===== src/rtl/step_incrementer_unit.sv =====
// Step incrementer: applies Count single +/-1 steps to a selected operand, one step per clock,
// with a sticky wrap/limit flag and optional saturation at the numeric limits.
module step_incrementer_unit #(
  parameter int WIDTH     = 4,
  parameter int CNT_WIDTH = 4,
  parameter int SATURATE  = 0
) (
  input  logic                 Clk,
  input  logic                 Rst_n,
  input  logic [WIDTH-1:0]     A,
  input  logic [WIDTH-1:0]     B,
  input  logic                 Sel,
  input  logic                 Dec,
  input  logic [CNT_WIDTH-1:0] Count,
  input  logic                 In_Valid,
  output logic                 In_Ready,
  input  logic                 Abort,
  output logic [WIDTH-1:0]     Out,
  output logic                 Carry_Out_Inc,
  output logic                 Busy,
  output logic                 Out_Valid,
  input  logic                 Out_Ready
);

  typedef enum logic [1:0] {
    IDLE = 2'd0,
    RUN  = 2'd1,
    DONE = 2'd2
  } state_t;

  state_t               state_r;
  logic [WIDTH-1:0]     acc_r;
  logic                 dec_r;
  logic [CNT_WIDTH-1:0] remaining_r;
  logic [WIDTH-1:0]     out_r;
  logic                 carry_r;
  logic                 busy_r;
  logic                 valid_r;

  logic [WIDTH-1:0]     operand_s;
  logic                 at_limit_s;
  logic [WIDTH-1:0]     next_acc_s;

  // Operand selection for a new request
  always_comb begin
    operand_s = A;
    if (Sel) begin
      operand_s = B;
    end else begin
      operand_s = A;
    end
  end

  // One step of the accumulator; at_limit marks a step that starts at the wrap boundary
  always_comb begin
    at_limit_s = 1'b0;
    next_acc_s = acc_r;
    if (dec_r) begin
      at_limit_s = (acc_r == {WIDTH{1'b0}});
    end else begin
      at_limit_s = (acc_r == {WIDTH{1'b1}});
    end
    if (at_limit_s && (SATURATE != 0)) begin
      next_acc_s = acc_r;
    end else if (dec_r) begin
      next_acc_s = acc_r - {{(WIDTH-1){1'b0}}, 1'b1};
    end else begin
      next_acc_s = acc_r + {{(WIDTH-1){1'b0}}, 1'b1};
    end
  end

  // Control FSM with registered result, flag and handshake outputs
  always_ff @(posedge Clk or negedge Rst_n) begin
    if (!Rst_n) begin
      state_r     <= IDLE;
      acc_r       <= {WIDTH{1'b0}};
      dec_r       <= 1'b0;
      remaining_r <= {CNT_WIDTH{1'b0}};
      out_r       <= {WIDTH{1'b0}};
      carry_r     <= 1'b0;
      busy_r      <= 1'b0;
      valid_r     <= 1'b0;
    end else begin
      case (state_r)
        IDLE: begin
          if (In_Valid) begin
            acc_r       <= operand_s;
            dec_r       <= Dec;
            remaining_r <= Count;
            carry_r     <= 1'b0;
            if (Count == {CNT_WIDTH{1'b0}}) begin
              out_r   <= operand_s;
              valid_r <= 1'b1;
              state_r <= DONE;
            end else begin
              busy_r  <= 1'b1;
              state_r <= RUN;
            end
          end
        end
        RUN: begin
          if (Abort) begin
            busy_r      <= 1'b0;
            valid_r     <= 1'b0;
            remaining_r <= {CNT_WIDTH{1'b0}};
            state_r     <= IDLE;
          end else begin
            acc_r       <= next_acc_s;
            remaining_r <= remaining_r - {{(CNT_WIDTH-1){1'b0}}, 1'b1};
            if (at_limit_s) begin
              carry_r <= 1'b1;
            end
            // Last step publishes the result on the same edge it is computed
            if (remaining_r == {{(CNT_WIDTH-1){1'b0}}, 1'b1}) begin
              out_r   <= next_acc_s;
              valid_r <= 1'b1;
              busy_r  <= 1'b0;
              state_r <= DONE;
            end
          end
        end
        DONE: begin
          if (Out_Ready) begin
            valid_r <= 1'b0;
            state_r <= IDLE;
          end
        end
        default: begin
          busy_r      <= 1'b0;
          valid_r     <= 1'b0;
          remaining_r <= {CNT_WIDTH{1'b0}};
          state_r     <= IDLE;
        end
      endcase
    end
  end

  assign In_Ready      = (state_r == IDLE);
  assign Out           = out_r;
  assign Carry_Out_Inc = carry_r;
  assign Busy          = busy_r;
  assign Out_Valid     = valid_r;

endmodule


===== config.mk =====
export PLATFORM = sky130hd
export DESIGN_NAME = step_incrementer_unit
export DESIGN_NICKNAME = d
export VERILOG_FILES = /design/src/rtl/step_incrementer_unit.sv
export SDC_FILE = /design/constraint.sdc
export NUM_CORES = 1
export LEC_CHECK = 0
export ABC_AREA = 0
export BUFFER_PORTS_ARGS = -buffer_cell sky130_fd_sc_hd__clkbuf_2
export CORE_UTILIZATION = 25
export CTS_CLUSTER_SIZE = 10
export DETAILED_ROUTE_END_ITERATION = 8
export PLACE_DENSITY_LB_ADDON = 0.12
export SLEW_MARGIN = 0
export SYNTH_ARGS = -nofsm -noshare
export SYNTH_HDL_FRONTEND = slang
export SYNTH_SLANG_ARGS = --single-unit

===== constraint.sdc =====
create_clock -name Clk -period 2.21 [get_ports Clk]
set_input_delay 0.221 -clock Clk [delete_from_list [all_inputs] [get_ports Clk]]
set_output_delay 0.221 -clock Clk [all_outputs]
set_load 0.05 [all_outputs]

==> run metrics, run 1 <==
post-place setup slack=0.4418 ns; ratio of cells with drive above 1 in the final layout=33.33%; Worst setup SP type=flop; RD Place Congestion=~0.75; cell count after synthesis=approximately 110; MaxCap Viol Count=0; Via density=4.665; clk slew on worst S/H paths=0.07 ns; Pins Over Slew Limit=0; via count=roughly 910; worst IR drop on VDD=around 450 uV; Worst Setup SP=state_r[1]; initial drt markers=29; hold crit path type=input pin to flop; initial antenna violation count=0; CTS tree=done; ys async rst share=100.0%; Num CTS Buffers=3; CTS resizes=0; cell with the most instances after synthesis=dfrtp_1; H-tree Lvls=1; hold path depth=2; vias in the first global route=893; footprint of the multi-input gates=between 600 and 700 um^2; total gr overflow=0; Cell Chain, Critical Path=or3b_4, o211ai_4, nor2_4, mux2_4; fin nets=roughly 170; DRC violations left=0; area of the mapped netlist=1110 um^2; Worst Path Required=about 2.4 ns; Crit path max-delay family=simple AND/OR/NAND/NOR gates; Die Wd=between 60 and 70 um; final wirelength=around 2600 um; PD cells=approximately 1600 nW/um^2; DP Wirelength=about 2000 um; unique cell type count in the Yosys netlist=34; Overall Power=between 2000 and 2500 uW; # Post-CTS Setup Buffers=0; Syn. warnings=0; #FFs+latches synth=18; status=completed; Die ar.=about 4700 um^2; row cnt=23; FF+latch area=450.4 um^2; dpl cell area=1320 um^2; Pre-antenna DRT Iters=4; reg2reg start=state_r[1]; Max stage delay on crit path=0.52 ns; Top FF cell, synth=dfrtp_1; leak pwr=0.0006444 uW; Crit Path Category=flop to flop; Worst-Skew Late Latency=around 0.25 ns; Synth area leaders=dfrtp_1 (41%), mux2_2 (6.1%), a21oi_1 (5.9%), mux2_4 (5.4%), ha_1 (4.5%); minimum clock period=between 1.5 and 2 ns; GR Util All Layers=between 10 and 15%; Layout Skew=around 0.00062 ns; EDFF count, synth=0; CP endpoint kind=flop; Clock Sinks=18; wire length per cell=about 13 um; initial core utilization=between 20 and 30%; Synth top cells by count=dfrtp_1 (18), a21oi_1 (13), nor2_1 (13); HP Start=Dec; TNS Setup=0 ns; Tcrit/Tclk final=between 80% and 90%; Slew HR=~70%; Critical Path AT=1.92 ns; top cell type's share of synthesized area=40.59%; unrepaired setup endpoints after global routing=false; fraction of the yosys area taken by sequential cells=40.59%; hold slack final=0.2017 ns; Synth Net Count=~140; synthesized area per cell=9.909 um^2; post-detailed-route count of antenna-violating nets=0; Final Hold Fails=0; final worst setup slack=about 0.43 ns; largest net degree at the start of global routing=19; slowest CP cell=dfrtp_1; # diodes=0; final instance area=roughly 1400 um^2; largest fanout on the critical path=11; actual slew at the worst max-slew pin=between 0.4 and 0.5 ns; Die Ht=68.63 um; Core Area=~4100 um^2; Reg2Reg Depth=4; Yosys top cell by area=dfrtp_1; WP depth=4; CTS max path bufs=2; max frequency=562.6 MHz; worst path bufs/invs=0; synthesis-to-layout area growth=24.80%; CTS root buf=clkbuf_8; Ports=27; fill cell count=approximately 450; Port Buffers=26; Setup-failing EPs final=0; global-route wire length before repair=approximately 4300 um
metal layers:
layer  part of all wire [%]  GRT usage [%]
met5                      0              0
met4                   0.65          3.125
met3                    4.4          3.618
met2                     48          20.34
met1                     47          16.25
layout by cell type (no fill, tap or decap), types with 2 or more instances in the layout:
cell and count:
buf_4 4, a21oi_1 13, mux2_4 4, nor3b_1 2
nand2b_1 2, xnor2_1 2, inv_1 8, ha_1 4
a211oi_1 2, nand2_1 7, mux2i_1 3, o21ai_0 4
o21a_1 2, mux2_2 6, nor2_1 12, o22a_1 2
clkbuf_2 26, clkbuf_8 4, dfrtp_1 18
path summary, 6_finish.rpt:
path	end	slack [ns]
min reg2reg	Carry_Out_Inc	0.51
max reg2reg	Out[0]	0.43
max in group asynchronous	acc_r[2]	1.43
max	Out[0]	0.43
min	dec_r	0.20
min in group asynchronous	acc_r[0]	0.45
sequential cells by signal, indices dropped and copies added (netlist names):
signal	count
Busy	1
Carry_Out_Inc	1
Out	4
remaining_r	4
state_r	2
acc_r	4
Out_Valid	1
dec_r	1
cell type report:
class	count	area share, %
multi-input cells	83	44.53
well taps	50	4.517
repair buffers	31	12.29
flip-flops and latches	18	32.52
clock buffers	4	3.975
inverters	8	2.168
where the power goes:
group | switching, uW | total, uW | internal [uW]
Sequential | 164 | 657 | 492
Clock | 115 | 273 | 158
Combinational | 754 | 1280 | 530
Total | 1030 | 2210 | 1180
through the flow:
step	util [%]	std cells
2_1_floorplan	-	112
4_1_cts	33.42	194
3_5_place_dp	31.85	189
5_1_grt	33.42	194
6_report	33.42	194
3_3_place_gp	31.85	189
cell families after synthesis:
kind of cell               Yosys count  share of synthesized area [%]
xor gates and xnor gates             2                          1.579
and+or+nand+nor                     35                          16.80
muxes                               13                          14.21
buffers and inverters               11                          4.058
AOI/OAI and AO/OA                   28                          16.46
adders and majority gates            5                          6.314
DFF                                 18                          40.59
what timing repair did:
item / 4_1_cts / 5_1_grt
endpoints found under the setup margin: 0 / 0
hold buffers: 1 / 0
hold endpoints to repair: 18 / 0
Note: power is estimated with default switching activity, not from simulation.
==> inputs of run 2 (changes only) <==
- clock period: 2.21 -> 1.7 ns (I/O delays scaled with it)
==> run 2 against run 1 <==
  * Largest cell class unchanged
  * Sequential share of layout area decreased by 2.6 points
  * Wire length grew 1.3%
  * Total power is 42% higher
  * Sequential power up 30%
  * Register-to-register slack worse by 0.39 ns
  * Highest routed layer unchanged
  * Clock power increased by 7.7%
==> run metrics, run 2 (synthesis gave the netlist of run 1 again) <==
status=completed; Die Ht=68.63 um (unchanged); row cnt=23 (unchanged); H-tree Lvls=1 (unchanged); Clock Sinks=18 (unchanged); slowest CP cell=dfrtp_1; worst path bufs/invs=0 (unchanged); total gr overflow=0 (unchanged); via count=964 (+6.5%); Layout Cells excl Fill=205 (+5.7%); MaxCap Viol Count=0 (unchanged); Pre-antenna DRT Iters=2 (-2); Setup-failing EPs final=0 (unchanged); vias in the first global route=928 (+3.9%); Layout Skew=0.003502 ns (+0.002881 ns); max frequency=603.3 MHz (+7.2%); Tcrit/Tclk final=97.50% (+17 points); Die Wd=68.63 um (unchanged); Logic pwr share=63.6% (+5.6 points); # diodes=0 (unchanged); PD cells=2086 nW/um^2 (+30%); minimum clock period=1.657 ns (-0.1200 ns); part of the power in the clock network=9.3% (-3.0 points); largest fanout on the critical path=7 (-4); leading cell type in the layout, fill and taps excluded=clkbuf_2; Worst-Skew Late Latency=0.25 ns (about the same); GR Util All Layers=12.75% (+0.19 points); met3 usage=3.618% (unchanged); initial core utilization=26.78% (unchanged); CTS tree=done; CTS max path bufs=2 (unchanged); wire length per cell=12.86 um (-4.1%); Crit Path Category=flop to flop; post-detailed-route count of antenna-violating nets=0 (unchanged); cell count after placement=199 (+5.3%); Pins Over Slew Limit=0 (unchanged); initial drt markers=42 (+45%); synthesis-to-layout area growth=36.19%; Via density=4.702 (+0.80%); DP Wirelength=2119 um (+3.0%); grt met1 use=15.42% (-0.84 points); Final Hold Fails=0 (unchanged); clk slew on worst S/H paths=0.07 ns (about the same); TNS Setup=0 ns (unchanged); final wirelength=2636 um (+1.3%); worst IR drop on VDD=566.0 uV (+25%); met2 usage=21.69% (+1.3 points); Switching Share=45.64% (-1.0 points); RD Place Congestion=0.7854 (+4.9%); unrepaired setup endpoints after global routing=true; most crowded layer after global routing=met2; Worst Path Required=1.83 ns (-0.52 ns); commonest cells after routing, fill and taps aside=clkbuf_2 (26), dfrtp_1 (17), buf_4 (16); Port Buffers=26 (unchanged); largest net degree at the start of global routing=19 (unchanged); sequential share of power=27.0% (-2.6 points); final worst setup slack=0.04254 ns (-0.3900 ns); initial antenna violation count=0 (unchanged); Crit path max-delay family=simple AND/OR/NAND/NOR gates; global-route wire length before repair=4340 um (+0.98%); Cell Chain, Critical Path=or3b_4, o211ai_4, nor2_4, mux2_4; Core Area=4144 um^2 (unchanged); Max stage delay on crit path=0.49 ns (-0.03 ns); Pint=1714 uW (+45%); ratio of cells with drive above 1 in the final layout=43.23% (+9.9 points); CTS root buf=clkbuf_8; leak pwr=0.0007005 uW (+8.7%); hold crit path type=input pin to flop; CP endpoint kind=flop; DRC violations left=0 (unchanged); Overall Power=3152 uW (+42%); post-place setup slack=-0.04936 ns (-0.4912 ns); Worst setup SP type=flop; NetSw=1439 uW (+39%); Num CTS Buffers=3 (unchanged); Slew HR=69.44% (+1.3 points); actual slew at the worst max-slew pin=0.4583 ns (-0.01888 ns); Die ar.=4709 um^2 (unchanged); Critical Path AT=1.79 ns (-0.13 ns); Ports=27 (unchanged); fin nets=181 (+7.1%)
-- run 2: changes by cell type in the layout (fill, tap and decap cells not counted), sizes merged --
cell,delta
clkbuf,-1
buf,+12
-- run 2: cell type report --
cell class	count	area (um^2)
fill	444	2633
multi-input combinational	83	665.6
clock buffer	3	41.29
timing repair buffer	43	260.3
inverter	8	30.03
sequential	18	451.7
tap	50	62.56
-- run 2: worst paths after layout --
kind	startpoint	endpoint	slack, ns	cells after the start
worst max-delay path	state_r[0]	Out[3]	0.04	4
worst min-delay path	Dec	dec_r	0.15	2
worst max register to register	state_r[0]	Out[3]	0.04	4
worst min register to register	Carry_Out_Inc	Carry_Out_Inc	0.51	1
max in group asynchronous	Rst_n	dec_r	0.96	2
min in group asynchronous	Rst_n	acc_r[0]	0.40	2
-- run 2: what timing repair did --
action                     in CTS  in global routing
buffers inserted                0                  2
hold buffers                    1                  0
pin swaps                       1                  2
hold endpoints to repair       18                  0
setup endpoints to repair       5                  5
gates cloned                    0                  0
resized for setup               4                  5
-- run 2: worst reg2reg max path, cell delays in order, from the launching register on --
cell and delay (ns):
dfrtp_1 0.49, or3b_4 0.44, o211ai_4 0.22, nor2_4 0.09
mux2_4 0.31
-- run 2: through the flow --
| step | instance area, um^2 | utilization (%) | hold WS, ns |
|---|---|---|---|
| global route | 1511 | 36.47 | 0.1403 |
| finish | 1511 | 36.47 | 0.1516 |
| global placement | 1400 | 33.79 | 0.1507 |
| floorplan | 1117 | - | -0.1256 |
| detailed placement | 1400 | 33.79 | 0.1455 |
| CTS | 1474 | 35.57 | 0.1521 |
-- run 2: power groups by stage --
stage               Clock, uW  Sequential [uW]  Combinational, uW
floorplan                   0             1060               1100
global placement            0              829               1890
detailed placement          0              831               1910
CTS                       306              847               1960
global route              331              890               2200
finish                    294              852               2010
-- run 2: layer usage --
layer  vias up  routed length [um]
li1        485                   -
met4         0                  36
met1       453                1224
met5         -                   0
met2        20                1264
met3         6                 110
==> inputs of run 3 (changes only) <==
- ABC_AREA: 0 -> 1
- CORE_ASPECT_RATIO: not set -> 1.1
==> run 3 against run 2 <==
  * Synthesized cell count up 34%
  * Sequential share of layout area up 3.1 points
  * Clock power up 22%
  * First-iteration DRC count down 19%
  * Cell count up 15%
  * Wire length up 1.1%
  * Non-clock buffer count down 16
==> run metrics, run 3 <==
status=completed; unique cell type count in the Yosys netlist=23 (-32%); cell with the most instances after synthesis=nand2_1; EDFF count, synth=0 (unchanged); CTS tree=done; CP Capture Point=acc_r[3]; max frequency=654.0 MHz (+8.4%); DP Wirelength=2146 um (+1.2%); Die Wd=65.39 um (-4.7%); total gr overflow=0 (unchanged); Worst Path Required=1.85 ns (+0.02 ns); via count=1019 (+5.7%); leak pwr=0.0007401 uW (+5.6%); Critical Path AT=1.68 ns (-0.11 ns); Worst setup SP type=flop; area fraction in compound gates after synthesis=10.87% (-5.6 points); Yosys top cell by area=dfrtp_1; fraction of the yosys area taken by sequential cells=40.77% (+0.18 points); clk slew on worst S/H paths=0.07 ns (about the same); initial core utilization=25.97% (-0.81 points); synthesis-to-layout area growth=23.78%; unrepaired setup endpoints after global routing=false; DRC violations left=0 (unchanged); Post-Synth XOR/XNOR Area=1.586% (+0.0071 points); wire length per cell=11.34 um (-12%); Synth Net Count=174 (+28%); # diodes=0 (unchanged); worst IR drop on VDD=515.6 uV (-8.9%); leading cell type in the layout, fill and taps excluded=nand2_1; post-synthesis simple-gate area fraction=33.64% (+17 points); Worst-Skew Late Latency=0.26 ns (about the same); fill cell count=493 (+11%); Port Buffers=26 (unchanged); R2R Setup Slk=0.17 ns (+0.13 ns); Die ar.=4689 um^2 (-0.42%); CTS resizes=0 (-4); Pins Over Slew Limit=0 (unchanged); Syn. warnings=0 (unchanged); post-detailed-route count of antenna-violating nets=0 (unchanged); vias in the first global route=978 (+5.4%); Synth top cells by count=nand2_1 (48), dfrtp_1 (18), inv_1 (16), nor2_1 (16); Worst Setup SP=acc_r[2]; FF+latch area=450.4 um^2 (-0.28%); Pre-antenna DRT Iters=4 (+2); # Post-CTS Setup Buffers=0 (unchanged); Final Hold Fails=0 (unchanged); Ports=27 (unchanged); Tcrit/Tclk final=89.95% (-7.6 points); TNS Setup=0 ns (unchanged); Setup-failing EPs final=0 (unchanged); Post-Synth Adder-Cell Area=6.342% (+0.029 points); post-synthesis mux area share=0% (-14 points); ys async rst share=100.0% (unchanged); largest family of logic cells by synthesized area=simple AND/OR/NAND/NOR gates; #FFs+latches synth=18 (unchanged); GR Util All Layers=12.23% (-0.52 points); final instance area=1368 um^2 (-9.5%); initial antenna violation count=0 (unchanged); MaxCap Viol Count=0 (unchanged); global-route wire length before repair=4284 um (-1.3%); Clock Sinks=18 (unchanged); H-tree Lvls=1 (unchanged); area of the mapped netlist=1105 um^2 (-0.45%); ratio of cells with drive above 1 in the final layout=23.76% (-19 points); Top FF cell, synth=dfrtp_1; minimum clock period=1.529 ns (-0.1284 ns); Hold Buf Count CTS=1 (unchanged); Core Area=4254 um^2 (+2.7%); cell count after synthesis=150 (+34%); Die Ht=71.72 um (+4.5%); Crit Path Category=flop to flop; Synth area leaders=dfrtp_1 (41%), nand2_1 (16%), inv_1 (5.4%), nor2_1 (5.4%), ha_1 (4.5%); final wirelength=2666 um (+1.1%); Slew HR=67.13% (-2.3 points); hold crit path type=input pin to flop; fin nets=206 (+14%); CP endpoint kind=flop; initial drt markers=34 (-19%); largest net degree at the start of global routing=19 (unchanged); RD Place Congestion=0.7888 (+0.43%); Reg2Reg Capture Point=acc_r[3]; largest fanout on the critical path=4 (-3); dpl cell area=1303 um^2 (-7.0%); row cnt=25 (+8.7%); Num CTS Buffers=3 (unchanged); Reg2Reg Depth=8 (+4); Layout Skew=0.001874 ns (-0.001627 ns); PD cells=1961 nW/um^2 (-6.0%); top cell type's share of synthesized area=40.77% (+0.18 points); synthesized area per cell=7.365 um^2 (-26%); CTS root buf=clkbuf_8; footprint of the multi-input gates=579.3 um^2 (-13%); actual slew at the worst max-slew pin=0.4930 ns (+0.03466 ns); Via density=4.336 (-7.8%); CTS max path bufs=2 (unchanged); commonest cells after routing, fill and taps aside=nand2_1 (48), clkbuf_2 (26), dfrtp_1 (18); reg2reg start=acc_r[2]
==> run 3: worst min-delay path by stage <==
stage             to  startpoint  slack [ns]  cells past startpoint
2_1_floorplan   Busy       Rst_n       -0.13                      0
3_3_place_gp   dec_r       Rst_n        0.16                      1
3_5_place_dp   dec_r       Rst_n        0.15                      1
4_1_cts        dec_r         Dec        0.12                      3
5_1_grt        dec_r         Dec        0.14                      3
6_report       dec_r         Dec        0.12                      3
==> run 3: cell type report <==
cell class	instances	share of cell area (%)
sequential	18	32.94
tap	54	4.941
multi-input combinational	112	42.36
timing repair buffer	27	10.25
clock buffer	4	4.026
inverter	20	5.489
==> run 3: metal layers <==
layer	up-vias	routed length (um)	track usage (%)
li1	535	-	-
met1	459	1230	14.12
met2	23	1299	21.65
met3	2	121	2.070
met4	0	14	5.797
met5	-	0	0
==> run 3: kinds of logic (layout without fill, tap and decap cells) <==
| group | count (synthesis) | after routing |
|---|---|---|
| xor+xnor | 2 | 2 |
| fa+ha+maj | 5 | 5 |
| buf+inv | 20 | 51 |
| compound gates | 23 | 23 |
| flops | 18 | 18 |
| simple gates | 82 | 82 |
==> run 3: metrics by stage <==
step,setup WS [ns],power (uW),instances,hold WS [ns],util [%]
5_1_grt,0.05855,2931,235,0.1400,32.15
3_3_place_gp,0.1716,2343,230,0.1617,30.62
4_1_cts,0.1481,2730,235,0.1200,32.15
2_1_floorplan,0.2927,1982,150,-0.1256,-
3_5_place_dp,0.1563,2353,230,0.1548,30.62
6_report,0.1709,2682,235,0.1234,32.15
==> run 3: worst max-delay path, stage by stage, from the launching register on <==
cell	delay, ns
dfrtp_1	0.43
ha_1	0.34
or2_2	0.29
nand2_1	0.07
nand2_1	0.04
nand3_1	0.06
nand2_1	0.08
nand2_1	0.06
nand2_1	0.05
==> run 3: power breakdown <==
group | switching (uW) | internal [uW] | total, uW
Sequential | 189 | 624 | 812
Combinational | 1020 | 485 | 1510
Clock | 154 | 206 | 360
Total | 1370 | 1310 | 2680
